[config.mk]
export PLATFORM = sky130hd
export DESIGN_NAME = pipe_stage_reg
export DESIGN_NICKNAME = d
export VERILOG_FILES = /design/src/rtl/pipe_stage_reg.sv
export SDC_FILE = /design/constraint.sdc
export NUM_CORES = 1
export LEC_CHECK = 0
export CAP_MARGIN = 20
export CORE_ASPECT_RATIO = 1.2
export CORE_MARGIN = 2
export CORE_UTILIZATION = 35
export DETAILED_ROUTE_END_ITERATION = 8
export GPL_TIMING_DRIVEN = 1
export HOLD_SLACK_MARGIN = 0.1
export PLACE_DENSITY_LB_ADDON = 0.12
export SETUP_SLACK_MARGIN = 0.3
export SLEW_MARGIN = 10
export SYNTH_ARGS = -nofsm -noshare
export SYNTH_HDL_FRONTEND = slang
export SYNTH_SLANG_ARGS = --single-unit
[constraint.sdc]
create_clock -name clk -period 2.2 [get_ports clk]
set_input_delay 0.44 -clock clk [delete_from_list [all_inputs] [get_ports clk]]
set_output_delay 0.44 -clock clk [all_outputs]
set_load 0.03 [all_outputs]
[src/rtl/pipe_stage_reg.sv]
// pipe_stage_reg -- parametrised inter-stage pipeline register.
//
// DEPTH register stages are connected in series. Each stage has a valid bit.
// The block supports stall (hold), flush (kill) and bubble insertion. On a
// flush, and when a bubble enters (in_valid=0), only the payload bits selected
// by CTL_MASK are zeroed. A killed instruction therefore cannot write
// registers, memory or the PC, and the datapath bits are left as they were.
//
// Parameters:
//   WIDTH    payload width; the bus is indexed [0:WIDTH-1] and bit 0 is the MSB
//   DEPTH    number of stages in series (1..4)
//   CTL_MASK 1 = control bit (zeroed on flush/bubble), 0 = datapath bit
//   OCC_W    width of the occupancy output (2**OCC_W > DEPTH)
//
// Ports:
//   clk        rising-edge clock
//   reset      asynchronous active-low reset
//   in         payload from the upstream stage
//   in_valid   the payload holds a real instruction
//   stall      hold all stages (the upstream stage must hold in)
//   flush      kill all stages (takes priority over stall)
//   out        payload of the last stage
//   out_valid  the last stage holds a real instruction
//   occupancy  number of valid stages, 0..DEPTH
//   stall_cnt  saturating count of stall cycles (only with PIPE_STATS_EN)
//   flush_cnt  saturating count of flush cycles (only with PIPE_STATS_EN)
//
// Optional feature: define PIPE_STATS_EN to build the stall/flush counters.
// When it is undefined, both counter outputs are tied to zero.
module pipe_stage_reg #(
  parameter int unsigned      WIDTH    = 166,
  parameter int unsigned      DEPTH    = 1,
  parameter logic [0:WIDTH-1] CTL_MASK = '1,
  parameter int unsigned      OCC_W    = 3
) (
  input  logic             clk,
  input  logic             reset,
  input  logic [0:WIDTH-1] in,
  input  logic             in_valid,
  input  logic             stall,
  input  logic             flush,
  output logic [0:WIDTH-1] out,
  output logic             out_valid,
  output logic [OCC_W-1:0] occupancy,
  output logic [15:0]      stall_cnt,
  output logic [15:0]      flush_cnt
);

  logic [0:WIDTH-1] dataQ  [DEPTH];
  logic             validQ [DEPTH];
  logic [OCC_W-1:0] occQ;

  always_ff @(posedge clk or negedge reset) begin
    if (!reset) begin
      for (int unsigned i = 0; i < DEPTH; i++) begin
        dataQ[i]  <= '0;
        validQ[i] <= 1'b0;
      end
      occQ <= '0;
    end else if (flush) begin
      for (int unsigned i = 0; i < DEPTH; i++) begin
        dataQ[i]  <= dataQ[i] & ~CTL_MASK;
        validQ[i] <= 1'b0;
      end
      occQ <= '0;
    end else if (!stall) begin
      // A bubble enters with its control bits cleared.
      dataQ[0]  <= in_valid ? in : (in & ~CTL_MASK);
      validQ[0] <= in_valid;
      for (int unsigned i = 1; i < DEPTH; i++) begin
        dataQ[i]  <= dataQ[i-1];
        validQ[i] <= validQ[i-1];
      end
      // Count what enters minus what leaves. This keeps occQ equal to the
      // popcount of validQ without a popcount tree.
      occQ <= occQ + OCC_W'(in_valid) - OCC_W'(validQ[DEPTH-1]);
    end
  end

  assign out       = dataQ[DEPTH-1];
  assign out_valid = validQ[DEPTH-1];
  assign occupancy = occQ;

`ifdef PIPE_STATS_EN
  logic [15:0] stallCntQ;
  logic [15:0] flushCntQ;

  always_ff @(posedge clk or negedge reset) begin
    if (!reset) begin
      stallCntQ <= '0;
      flushCntQ <= '0;
    end else begin
      if (flush && (flushCntQ != 16'hFFFF))
        flushCntQ <= flushCntQ + 16'd1;
      if (stall && !flush && (stallCntQ != 16'hFFFF))
        stallCntQ <= stallCntQ + 16'd1;
    end
  end

  assign stall_cnt = stallCntQ;
  assign flush_cnt = flushCntQ;
`else
  assign stall_cnt = '0;
  assign flush_cnt = '0;
`endif

endmodule

# Word level (Yosys, flattened, before mapping)
# Cells that the tools add are included.
# Widths: inputs -> output; s select.
# totals
register_bits,170
elab_cells,13
# op_classes
n_eq_ne,1
n_mux,7
addsub,2
# ops
operator,n
$mux 166,3
$mux 3,2
$add 3x1->3,1
$sub 3x1->3,1
$mux 1,2
$ne 2x1->1 const B,1

# Depth between registers and ports, before layout
# depth
ltp_word,4
ltp_mapped,9
mapped_depth_nobuf,9

# Worst setup path after synthesis
# Ideal clock, no wire load.
# synth_path
path_kind,flip-flop to flip-flop
from,register occQ[0] (netlist: occupancy[0])
to,register occQ[2] (netlist: occupancy[2])
arrival_time_ps,2015
path_stages_with_launch,10
n_path_buf,0
t_required_ps,2122
period_less_slack_ps,2093
slack_ps,107
path_cell_list,dfrtp_1 inv_1 ha_1 inv_1 ha_1 inv_1 fa_1 xnor2_1 or3_1 a21oi_1
# synth_between
elab_chain_len,4
# synth_rtl
item,line_no,rtl
from (decl),51,logic [OCC_W-1:0] occQ;
from (signal assigned),76,occQ <= occQ + OCC_W'(in_valid) - OCC_W'(validQ[DEPTH-1]);
$add 3x1->3,76,
$sub 3x1->3,76,
$mux 3,66,end else if (!stall) begin
$mux 3,60,end else if (flush) begin
# No other way between the ends. The select of a mux whose other input is x is not followed.
# A chain may end at the register's enable or synchronous reset.

# Worst setup path after layout
# Same ends and word-level chain as after synthesis.

==> metrics.md <==
| Metric | Value |
|---|---|
| Setup CP Type | `reg -> reg` |
| CTS buffer count | `17` |
| Startpoint types | `register` |
| R2R depth | `9` |
| Crit path capture type | `register` |
| Layout cells sized above 1 | `9.10%` |
| #FFs+latches synth | `170` |
| Clock sinks | `170` |
| Most frequent cells in the layout | `168 x dfrtp_1, 166 x clkdlybuf4s50_1, 165 x nand3b_1` |
| Clock share of power | `39.5%` |
| Sw Pwr | `2.18 mW` |
| Setup Skew | `0.00558 ns` |
| Lkg Pwr | `5.62 nW` |
| Worst skew pair latency | `0.42 ns` |
| Final Hold Fails | `0` |
| Final slew viol count | `0` |
| Async set-reset flop share out of synthesis | `100%` |
| Sequential group share of total power | `42.9%` |
| Initial antenna violation count | `0` |
| Post-DP HPWL | `15.8 mm` |
| Die area | `23800 um^2` |
| GRT overflow | `0` |
| Cell Area, Synth | `7890 um^2` |
| Hold path depth | `2` |
| I/O Pins | `373` |
| Diode count | `0` |
| H-Tree Level Count | `4` |
| Worst slew pin tran | `0.875 ns` |
| Worst-path fanout max | `3` |
| Root buf cell | `clkbuf_16` |
| Crit path top cell by count | `inv_1` |
| Setup TNS Final | `0 ns` |
| Tmin final | `1.89 ns` |
| Core area | `22300 um^2` |
| Die X | `141 um` |
| Commonest non-fill, non-tap cell in the layout | `dfrtp_1` |
| WP data required | `2.55 ns` |
| Residual DRC | `0` |
| Ys flop type | `dfrtp_1` |
| WL final | `23.4 mm` |
| Unrepaired setup endpoints after global routing | `yes` |
| Worst vdd ir | `505 uV` |
| Cell at the slowest stage of the critical path | `dfrtp_2` |
| Max_cap viols | `0` |
| Nets | `1272` |
| Pre-CTS setup slack | `0.302 ns` |
| Gp weighted congestion | `0.733` |
| Gate count of the mapped netlist | `792` |
| Slew headroom | `41.6%` |
| Status | `finished clean` |
| Die Ht | `168 um` |
| Row count | `60` |
| Min-Delay Path Class | `in -> reg` |
| CP arrival | `2.23 ns` |
| Syn-to-layout area delta | `49.8%` |
| Worst-path cell chain | `inv_2 > ha_4 > inv_1 > ha_1 > inv_1 > fa_2 > xnor2_1 > or3_1 > a21oi_2` |
| Power per cell area | `652 nW/um^2` |
| DR vias/cell | `4.83` |
| Fin Hold WS | `0.401 ns` |
| EDFF count, synth | `0` |
| Fillers | `2144` |
| Yosys warnings | `0` |
| Total GRT Usage | `19.4%` |
| Initial DRC count | `290` |
| Clock Path Buffers | `2` |
| Port bufs | `340` |
| Syn Area/Cell | `9.96 um^2` |
| Synth cell types | `23` |
| Final setup vio count | `0` |
| Routed length per instance | `16.8 um` |
| Vias in the first global route | `6589` |
| Fin crit share | `85.7%` |
| PnR worst setup slack | `0.314 ns` |
| First drt pass iteration count | `4` |
| Fmax | `530 MHz` |
| Initial Util | `35.4%` |
| First-pass GRT wire length | `36.4 mm` |
| Switching Fraction | `28.2%` |
| Power share of the combinational group | `17.6%` |
| Sequential-to-total area share from yosys stat | `53.9%` |
| Largest net degree at the start of global routing | `167` |
| Worst-path clk slew | `0.06 ns` |
| Pwr Total | `7.70 mW` |
| Internal power | `5.53 mW` |
| Max incr delay on CP | `0.42 ns` |
| Final antenna-violating net count | `0` |
| CTS tree | `done` |
| Vias post-DR | `6707` |
cell type report:
class                           instances  area [um^2]  area share, %
Clock buffer                           18          429           3.63
Sequential cell                       170         4260           36.0
Tap cell                              279          349           2.95
Clock inverter                         13          160           1.36
Timing Repair Buffer                  362         3540           30.0
Multi-Input combinational cell        544         3070           26.0
Inverter                                3         11.3         0.0953
power groups by stage:
stage	clock, mW	combinational [mW]	sequential [mW]
after floorplan	0	0.523	3.60
after global placement	0	1.44	3.37
after detailed placement	0	1.44	3.37
after CTS	3.13	1.37	3.31
after global routing	3.26	1.46	3.32
final	3.04	1.36	3.31
worst paths after layout:
| kind | from | to | slack [ns] |
|---|---|---|---|
| max | occupancy[0]$_DFFE_PN0P_ | occupancy[2]$_DFFE_PN0P_ | 0.31 |
| min | flush | occupancy[1]$_DFFE_PN0P_ | 0.40 |
| max reg2reg | occupancy[0]$_DFFE_PN0P_ | occupancy[2]$_DFFE_PN0P_ | 0.31 |
| min reg2reg | out[151]$_DFFE_PN0P_ | out[151]$_DFFE_PN0P_ | 0.52 |
| max in group asynchronous | reset | out[66]$_DFFE_PN0P_ | 1.04 |
| min in group asynchronous | reset | out[99]$_DFFE_PN0P_ | 0.54 |
state kept, by name, summed over array words and instances (netlist names):
name and cells:
out 166, out_valid 1, occupancy 3
critical path, delay by kind of cell (launching register included):
kind	cells	cell delay (ns)
adders and majority gates	3	0.64
DFF	1	0.42
and+or+nand+nor	1	0.33
buffers and inverters	3	0.17
xor gates and xnor gates	1	0.14
AOI/OAI and AO/OA	1	0.12
logic make-up (layout without fill, tap and decap cells):
logic type	count (synthesis)	in the layout	share of synthesized area, %
adder cells (fa/ha/maj)	3	3	0.571
other	1	32	0.0475
buffers and inverters	109	396	8.89
AO/OA/AOI/OAI	170	170	11.8
multiplexers	1	1	0.127
flip-flops	170	170	53.9
AND/OR/NAND/NOR	337	337	24.6
XOR/XNOR	1	1	0.111
per-stage QoR:
stage,util (%),std cells,instance area [um^2]
2_1_floorplan,-,823,8010
3_3_place_gp,51.0,1356,11400
3_5_place_dp,51.0,1356,11400
4_1_cts,52.8,1388,11800
5_1_grt,53.0,1389,11800
6_report,53.0,1389,11800
cells in the mapped netlist, types with 2 or more instances:
| cell | n | area share [%] |
|---|---|---|
| clkbuf_1 | 25 | 1.2 |
| nand3b_1 | 165 | 16 |
| a21oi_1 | 148 | 9.4 |
| buf_4 | 33 | 3.1 |
| buf_2 | 30 | 1.9 |
| a21oi_2 | 20 | 2.2 |
| nand2_2 | 20 | 1.6 |
| nor2_1 | 5 | 0.24 |
| nand2_1 | 145 | 6.9 |
| dfrtp_1 | 170 | 54 |
| ha_1 | 2 | 0.32 |
| buf_6 | 16 | 2.3 |
| inv_1 | 3 | 0.14 |
layer usage:
layer  global-route usage, %  vias to the layer above  part of all wire, %
met4                    7.09                        0                  2.6
met5                       0                        -                    0
met1                    24.0                     3222                   41
met3                    6.03                       32                  7.4
met2                    32.0                      237                   49
li1                        -                     3216                    -
timing repair:
item / CTS / global route
endpoints found under the setup margin: 160 / 13
gates resized for setup: 159 / 13
hold buffers: 1 / 0
setup buffers: 0 / 1
pin swaps: 0 / 1
endpoints found under the hold margin: 47 / 0
Power figures use the tool's default switching activity.
